`config.mk`:
```
export PLATFORM = sky130hd
export DESIGN_NAME = pipelined_segmented_adder
export DESIGN_NICKNAME = d
export VERILOG_FILES = /design/src/rtl/pipelined_segmented_adder.sv
export SDC_FILE = /design/constraint.sdc
export NUM_CORES = 1
export LEC_CHECK = 0
export CORE_ASPECT_RATIO = 2
export CORE_MARGIN = 3
export CORE_UTILIZATION = 55
export DETAILED_ROUTE_END_ITERATION = 16
export GPL_TIMING_DRIVEN = 1
export HOLD_SLACK_MARGIN = 0.1
export PLACE_DENSITY = 0.92
export SYNTH_ARGS = -nofsm -noshare
export SYNTH_HDL_FRONTEND = slang
export SYNTH_SLANG_ARGS = --single-unit
```
`constraint.sdc`:
```
create_clock -name clk -period 4.2 [get_ports clk]
set_clock_uncertainty 0.05 [all_clocks]
set_input_delay 0.84 -clock clk [delete_from_list [all_inputs] [get_ports clk]]
set_output_delay 0.84 -clock clk [all_outputs]
set_load 0.05 [all_outputs]
```
`src/rtl/pipelined_segmented_adder.sv`:
```
`timescale 1ns/1ps
`default_nettype none
// ============================================================================
// Module      : pipelined_segmented_adder
// Description : WIDTH-bit add/subtract with carry-in. The carry chain is cut
//               into SEG_WIDTH-bit segments, and each segment is resolved in
//               its own pipeline stage (NSEG = WIDTH/SEG_WIDTH stages). The
//               upper operand bits are skewed in and the lower sum bits are
//               de-skewed out through the same stage registers. A global
//               stall drives valid/ready flow control on both sides.
// Revision    : 1.0 - initial release
// ----------------------------------------------------------------------------
// Ports
//   clk        in   rising-edge clock for all state
//   rst_n      in   asynchronous active-low reset
//   in_valid   in   a/b/cin/sub carry an operation this cycle
//   in_ready   out  operation is accepted this cycle (combinational)
//   a, b       in   WIDTH-bit operands
//   cin        in   carry-in, ignored when sub=1
//   sub        in   0: a+b+cin   1: a-b (a + ~b + 1)
//   out_valid  out  sum/cout/ovf hold a result
//   out_ready  in   downstream takes the result this cycle
//   sum        out  result modulo 2^WIDTH
//   cout       out  carry out of the MSB (1 = no borrow when subtracting)
//   ovf        out  two's-complement overflow
// ============================================================================
module pipelined_segmented_adder #(
  parameter int WIDTH     = 16,
  parameter int SEG_WIDTH = 4
) (
  input  logic             clk,
  input  logic             rst_n,
  input  logic             in_valid,
  output logic             in_ready,
  input  logic [WIDTH-1:0] a,
  input  logic [WIDTH-1:0] b,
  input  logic             cin,
  input  logic             sub,
  output logic             out_valid,
  input  logic             out_ready,
  output logic [WIDTH-1:0] sum,
  output logic             cout,
  output logic             ovf
);

  localparam int NSEG = WIDTH / SEG_WIDTH;

  generate
    if ((SEG_WIDTH < 1) || (WIDTH < SEG_WIDTH) || ((WIDTH % SEG_WIDTH) != 0)) begin : g_param_check
      $error("pipelined_segmented_adder: WIDTH must be a non-zero multiple of SEG_WIDTH");
    end
  endgenerate

  // --------------------------------------------------------------------------
  // Entry conditioning and flow control
  // --------------------------------------------------------------------------
  logic             w_advance;
  logic [WIDTH-1:0] w_b_eff;
  logic             w_c0;

  // Subtraction is a + ~b + 1, so the carry-in is forced high in that mode.
  assign w_b_eff   = sub ? ~b : b;
  assign w_c0      = sub | cin;

  // Whole-pipeline stall: everything moves only when the output slot is free
  // or being emptied this cycle. Bubbles are never squeezed out.
  assign w_advance = out_ready | ~out_valid;
  assign in_ready  = w_advance;

  // --------------------------------------------------------------------------
  // Stage registers
  //   r_a/r_b : operands carried forward; stage k+1 consumes segment k+1
  //   r_s     : sum bits resolved so far (segments 0..k of stage k)
  //   r_c     : carry out of the segment resolved in stage k
  // --------------------------------------------------------------------------
  logic             r_vld [NSEG];
  logic [WIDTH-1:0] r_a   [NSEG];
  logic [WIDTH-1:0] r_b   [NSEG];
  logic [WIDTH-1:0] r_s   [NSEG];
  logic             r_c   [NSEG];
  logic             r_cmsb;

  // Per-stage inputs (from the entry port for stage 0, else the predecessor)
  logic             w_vld_in   [NSEG];
  logic [WIDTH-1:0] w_a_in     [NSEG];
  logic [WIDTH-1:0] w_b_in     [NSEG];
  logic [WIDTH-1:0] w_s_in     [NSEG];
  logic             w_c_in     [NSEG];
  logic [SEG_WIDTH:0] w_seg_sum [NSEG];
  logic [WIDTH-1:0] w_s_next   [NSEG];
  logic             w_cmsb;

  genvar k;
  generate
    for (k = 0; k < NSEG; k++) begin : g_stage
      if (k == 0) begin : g_first
        assign w_vld_in[k] = in_valid;
        assign w_a_in[k]   = a;
        assign w_b_in[k]   = w_b_eff;
        assign w_s_in[k]   = '0;
        assign w_c_in[k]   = w_c0;
      end else begin : g_rest
        assign w_vld_in[k] = r_vld[k-1];
        assign w_a_in[k]   = r_a[k-1];
        assign w_b_in[k]   = r_b[k-1];
        assign w_s_in[k]   = r_s[k-1];
        assign w_c_in[k]   = r_c[k-1];
      end

      // One SEG_WIDTH-bit ripple segment; the extra MSB is the segment carry.
      assign w_seg_sum[k] = {1'b0, w_a_in[k][k*SEG_WIDTH +: SEG_WIDTH]}
                          + {1'b0, w_b_in[k][k*SEG_WIDTH +: SEG_WIDTH]}
                          + {{SEG_WIDTH{1'b0}}, w_c_in[k]};

      // Segment k of the incoming partial sum is still zero, so OR-ing the new
      // segment in is the same as overwriting that slice.
      assign w_s_next[k] = w_s_in[k]
                         | (WIDTH'(w_seg_sum[k][SEG_WIDTH-1:0]) << (k*SEG_WIDTH));
    end
  endgenerate

  // Carry into the MSB recovered from the MSB sum bit: s = a ^ b ^ c_in.
  assign w_cmsb = w_a_in[NSEG-1][WIDTH-1]
                ^ w_b_in[NSEG-1][WIDTH-1]
                ^ w_seg_sum[NSEG-1][SEG_WIDTH-1];

  always_ff @(posedge clk or negedge rst_n) begin
    if (!rst_n) begin
      for (int i = 0; i < NSEG; i++) begin
        r_vld[i] <= 1'b0;
        r_a[i]   <= '0;
        r_b[i]   <= '0;
        r_s[i]   <= '0;
        r_c[i]   <= 1'b0;
      end
      r_cmsb <= 1'b0;
    end else if (w_advance) begin
      for (int i = 0; i < NSEG; i++) begin
        r_vld[i] <= w_vld_in[i];
        r_a[i]   <= w_a_in[i];
        r_b[i]   <= w_b_in[i];
        r_s[i]   <= w_s_next[i];
        r_c[i]   <= w_seg_sum[i][SEG_WIDTH];
      end
      r_cmsb <= w_cmsb;
    end
  end

  // --------------------------------------------------------------------------
  // Outputs straight from the last stage
  // --------------------------------------------------------------------------
  assign out_valid = r_vld[NSEG-1];
  assign sum       = r_s[NSEG-1];
  assign cout      = r_c[NSEG-1];
  assign ovf       = r_cmsb ^ r_c[NSEG-1];

endmodule
`default_nettype wire

```
## Word-level counts from Yosys, hierarchy flattened

Cells that the tools add are included.

- Add/sub/neg operators: 8
- Mux-type cells: 1
- Bitwise operators: 10

Operator list:

| operator | number |
|---|---|
| adder 4 x 4 -> 5 bit | 4 |
| adder 5 x 1 -> 5 bit | 4 |
| 2-to-1 mux 16 bit | 1 |
| inverter 16 bit | 1 |
| bitwise OR 16 x 12 -> 16 bit | 1 |
| bitwise OR 16 bit | 1 |
| bitwise OR 4 x 8 -> 8 bit | 1 |
| XOR 1 bit | 3 |
| bitwise OR 1 bit | 2 |
| inverter 1 bit | 1 |

- Register bits after elaboration: 157
- Input port bits: 38
- Output and inout bits: 20

## Logic depth before layout (Yosys ltp)

- Word-level depth: 4
- Gate-level depth with buffers: 8
- Gate-level depth less buffers: 7

## Least setup slack after synthesis

No wires, ideal clock.

- Kind: input port to flip-flop
- Start point: input port sub
- End point: register r_c[3] (netlist bit)
- Setup time: 0.127 ns
- Data arrival time: 2.679 ns
- Data required time: 4.023 ns
- Setup slack: 1.344 ns
- Cell stages on the path: 8
- Path through: buf_4 > buf_6 > or2_2 > fa_1 > fa_1 > a21o_1 > a211oi_1 > a21oi_1

- Word-level cells in the longest chain between the ends: 3
- Elaborated cells between the ends (all ways): 4
- Those cells by class: 2 x add/sub; 1 x mux; 1 x bitwise

RTL lines:

| element | RTL line | text |
|---|---|---|
| start, declared | 38 | `input logic sub,` |
| 2-to-1 mux 16 bit | 62 | `assign w_b_eff = sub ? ~b : b;` |
| adder 4 x 4 -> 5 bit | 112 | `+ {1'b0, w_b_in[k][k*SEG_WIDTH +: SEG_WIDTH]}` |
| adder 5 x 1 -> 5 bit * | 113 | `+ {{SEG_WIDTH{1'b0}}, w_c_in[k]};` |
| end signal, assigned by index | 143 | `r_c[i] <= w_seg_sum[i][SEG_WIDTH];` |
| end, declared | 80 | `logic r_c [NSEG];` |

Mark *: on every way between the ends. The rest lies on a longest branch, timed or not.
A chain may end at the register's enable or synchronous reset.

## Worst setup path in the final report

Ends and elaborated chain as after synthesis.

==> reports/results.ini <==
[cells_and_area]
post-route-cell-area_mm2 = 0.00514
post-route-util_pct = 66.7
fillerInstances = 570
n_antenna_cell = 0
nNetsFinal = 558
synthToLayoutAreaGrowth_pct = 16.6
layout-drive-gt1-share_pct = 4.76
final_cell_mix = nand2_1 (220), dfrtp_1 (97), clkdlybuf4s50_1 (55)
mostFrequentLayoutCell = nand2_1

[worst_setup_path]
worstPathRequired_ns = 4.33
critPathMaxStageDelay_ns = 0.49
end_kind = register
worst-endpoint-arrival_ns = 3.00
crit_path_max_fanout = 3
critPathMostFrequentCell = fa_1
worst_setup_path_start_kind = primary input
critical_path.cell_chain = clkdlybuf4s50_1 -> or2_2 -> fa_1 -> fa_1 -> a21o_1 -> a211oi_1 -> a21oi_1
slowest_stage = clkdlybuf4s50_1
critPathKind = in -> reg
r2r.worst_path.cells = 5

[routing]
wl_met2_mm = 4.00
met1Wirelength_mm = 3.14
vias_per_cell = 5.12
postRouteAntennaNets = 0
wl_per_cell_um = 13.0
met3_length_um = 340
top_layer = met4
routed-via-count = 3062
detail_route.iter0.violations = 223
dr.pass1.iters = 4
routed_wl_mm = 7.75
drt_drc_violations_left = 0

[power]
power.static_leakage_uw = 0.00257
p_switching_uw = 1580
power_report.internal_total_uw = 2460
power.share.switching_pct = 39.1
p_comb_share_pct = 40.5
power_frac_seq_pct = 39.4
clockPowerShare_pct = 20.1
vdd_ir_drop_max_uv = 341
cellPowerDensity_mw_per_mm2 = 784

[timing]
rsz_0062_raised_after_global_routing = no
final-max-slew-violation-count = 0
final.hold.worst_slack_ns = 0.406
worst_slew_pin_slew_ns = 1.01
hold_violations = 0
report.final.setup_viol = 0
relative_slew_slack_pct = 33.0
final_critical_path_share_of_the_clock_period_pct = 68.3
layout_setup_ws_ns = 1.33
timing.final.crit_period_ns = 2.87
max_clock_freq_mhz = 349
setup_total_negative_slack_ns = 0

[clocking]
clockRootBuffer = clkbuf_16
worst_setup_hold_path_clk_slew_ns = 0.06
clockBufferDepth = 2
cts_tree = yes
cts-hold-fix-buffers = 0
clock-sinks = 97
number_of_clock_buffers_inserted_by_tritoncts = 9
post-cts-setup-buffer-count = 0
cts.repair.resized = 0
insertion_delay_ns = 0.34
cts_htree_levels = 3

[logic_synthesis]
postSynthCellCount = 467
yosysSeqAreaShare_pct = 55.0
yosysWarnings = 0
yosysUniqueCellTypes = 24
mapped_avg_cell_area_um2 = 9.45
post_synth_instance_area_mm2 = 0.00441
synth.ff_latch_count = 97
mappedNetlistNets = 525

[die]
top_level_ports = 58
dieWidth_um = 69.3
initial_utilization_pct = 57.2
core_region_area_mm2 = 0.00771
fp.dieArea_mm2 = 0.00920
die_height_um = 133
row_count = 45

[outcome]
status = complete, no violations

[placed_design]
detailedPlacementHpwl_mm = 5.26
io_buffer_count = 57
placement.setup.worst_slack_ns = 0.973
placer_s_final_routability_congestion_estimate = 0.839
placed_area_mm2 = 0.00485

[hold_path]
hold_depth = 2
worst_hold_path_type = reg -> reg

[global_routing]
grt_pass1_vias = 2961
first_pass_grt_wire_length_mm = 13.2
grt-ovfl-total = 0
gr-usage-all-layers_pct = 18.0
antenna_found_initial = 0
maximum_number_of_pins_on_one_net_before_global_route_repair = 106

[job]
max-cap-violations = 0

per-stage QoR:
stage               total power [uW]  cells
finish                          4030    598
detailed placement              3240    583
floorplan                       2890    467
global placement                3110    583
global route                    4320    598
CTS                             4070    598
critical path: cells and delay by family:
| family | cells | cell delay [ns] |
|---|---|---|
| and+or+nand+nor | 1 | 0.34 |
| AOI/OAI and AO/OA | 3 | 0.48 |
| buffers and inverters | 1 | 0.49 |
| adders and majority gates | 2 | 0.84 |
flip-flops by register name, indices dropped and copies added, names as in the netlist:
name / count
r_b: 24
r_s: 24
r_cmsb: 1
r_c: 3
out_valid: 1
sum: 16
r_a: 24
cout: 1
r_vld: 3
cell usage after synthesis, drive strengths merged:
library cell  instances  area (um2)
a211oi                1        7.51
fa                    8         160
o21ai                22         110
nand2               220         826
a21oi                13        65.1
nor2                  8        30.0
o31ai                 1        12.5
nand2b                1        6.26
clkbuf                1        5.00
nor2b                 3        26.3
ha                   12         150
inv                   8        32.5
o21a                  2        15.0
buf                  38         273
xnor2                14         123
a21o                  6        45.0
nor3                  1        5.00
dfrtp                97        2430
xor2                 10        87.6
or2                   1        6.26
layout make-up:
class / instances / area [um2] / share of cell area [%]
Clock buffer: 12 / 256 / 4.99
Multi-Input combinational cell: 323 / 1680 / 32.6
Tap cell: 94 / 118 / 2.29
Clock inverter: 3 / 40.0 / 0.778
Inverter: 8 / 32.5 / 0.632
Sequential cell: 97 / 2430 / 47.2
Timing Repair Buffer: 61 / 596 / 11.6
path summary, 6_finish.rpt:
path                                 startpoint                   end  slack [ns]
setup / recovery                            sub    r_c[3]$_DFFE_PN0P_        1.33
hold reg to reg            r_vld[1]$_DFFE_PN0P_  r_vld[1]$_DFFE_PN0P_        0.41
hold / removal             r_vld[1]$_DFFE_PN0P_  r_vld[1]$_DFFE_PN0P_        0.41
setup reg to reg            r_a[28]$_DFFE_PN0P_      cout$_DFFE_PN0P_        2.22
max in group asynchronous                 rst_n   r_a[55]$_DFFE_PN0P_        2.68
min in group asynchronous                 rst_n   r_a[44]$_DFFE_PN0P_        0.59
layer usage:
layer / GRT usage (%) / up-vias
li1: - / 1492
met1: 21.4 / 1460
met2: 29.6 / 85
met3: 4.56 / 25
met4: 10.0 / 0
met5: 0 / -
logic make-up after synthesis:
family                   after synthesis  synth area share, %
AO/OA/AOI/OAI                         45                 5.78
XOR/XNOR                              24                 4.76
adder cells (fa/ha/maj)               20                 7.03
buffers and inverters                 47                 7.03
flip-flops                            97                 55.0
AND/OR/NAND/NOR                      234                 20.4
power groups by stage:
stage	sequential [uW]	clock, uW	combinational [uW]
6_report	1590	811	1630
5_1_grt	1640	862	1820
4_1_cts	1590	825	1660
3_5_place_dp	1610	0	1630
3_3_place_gp	1570	0	1540
2_1_floorplan	1570	0	1320
Power figures use the tool's default switching activity.
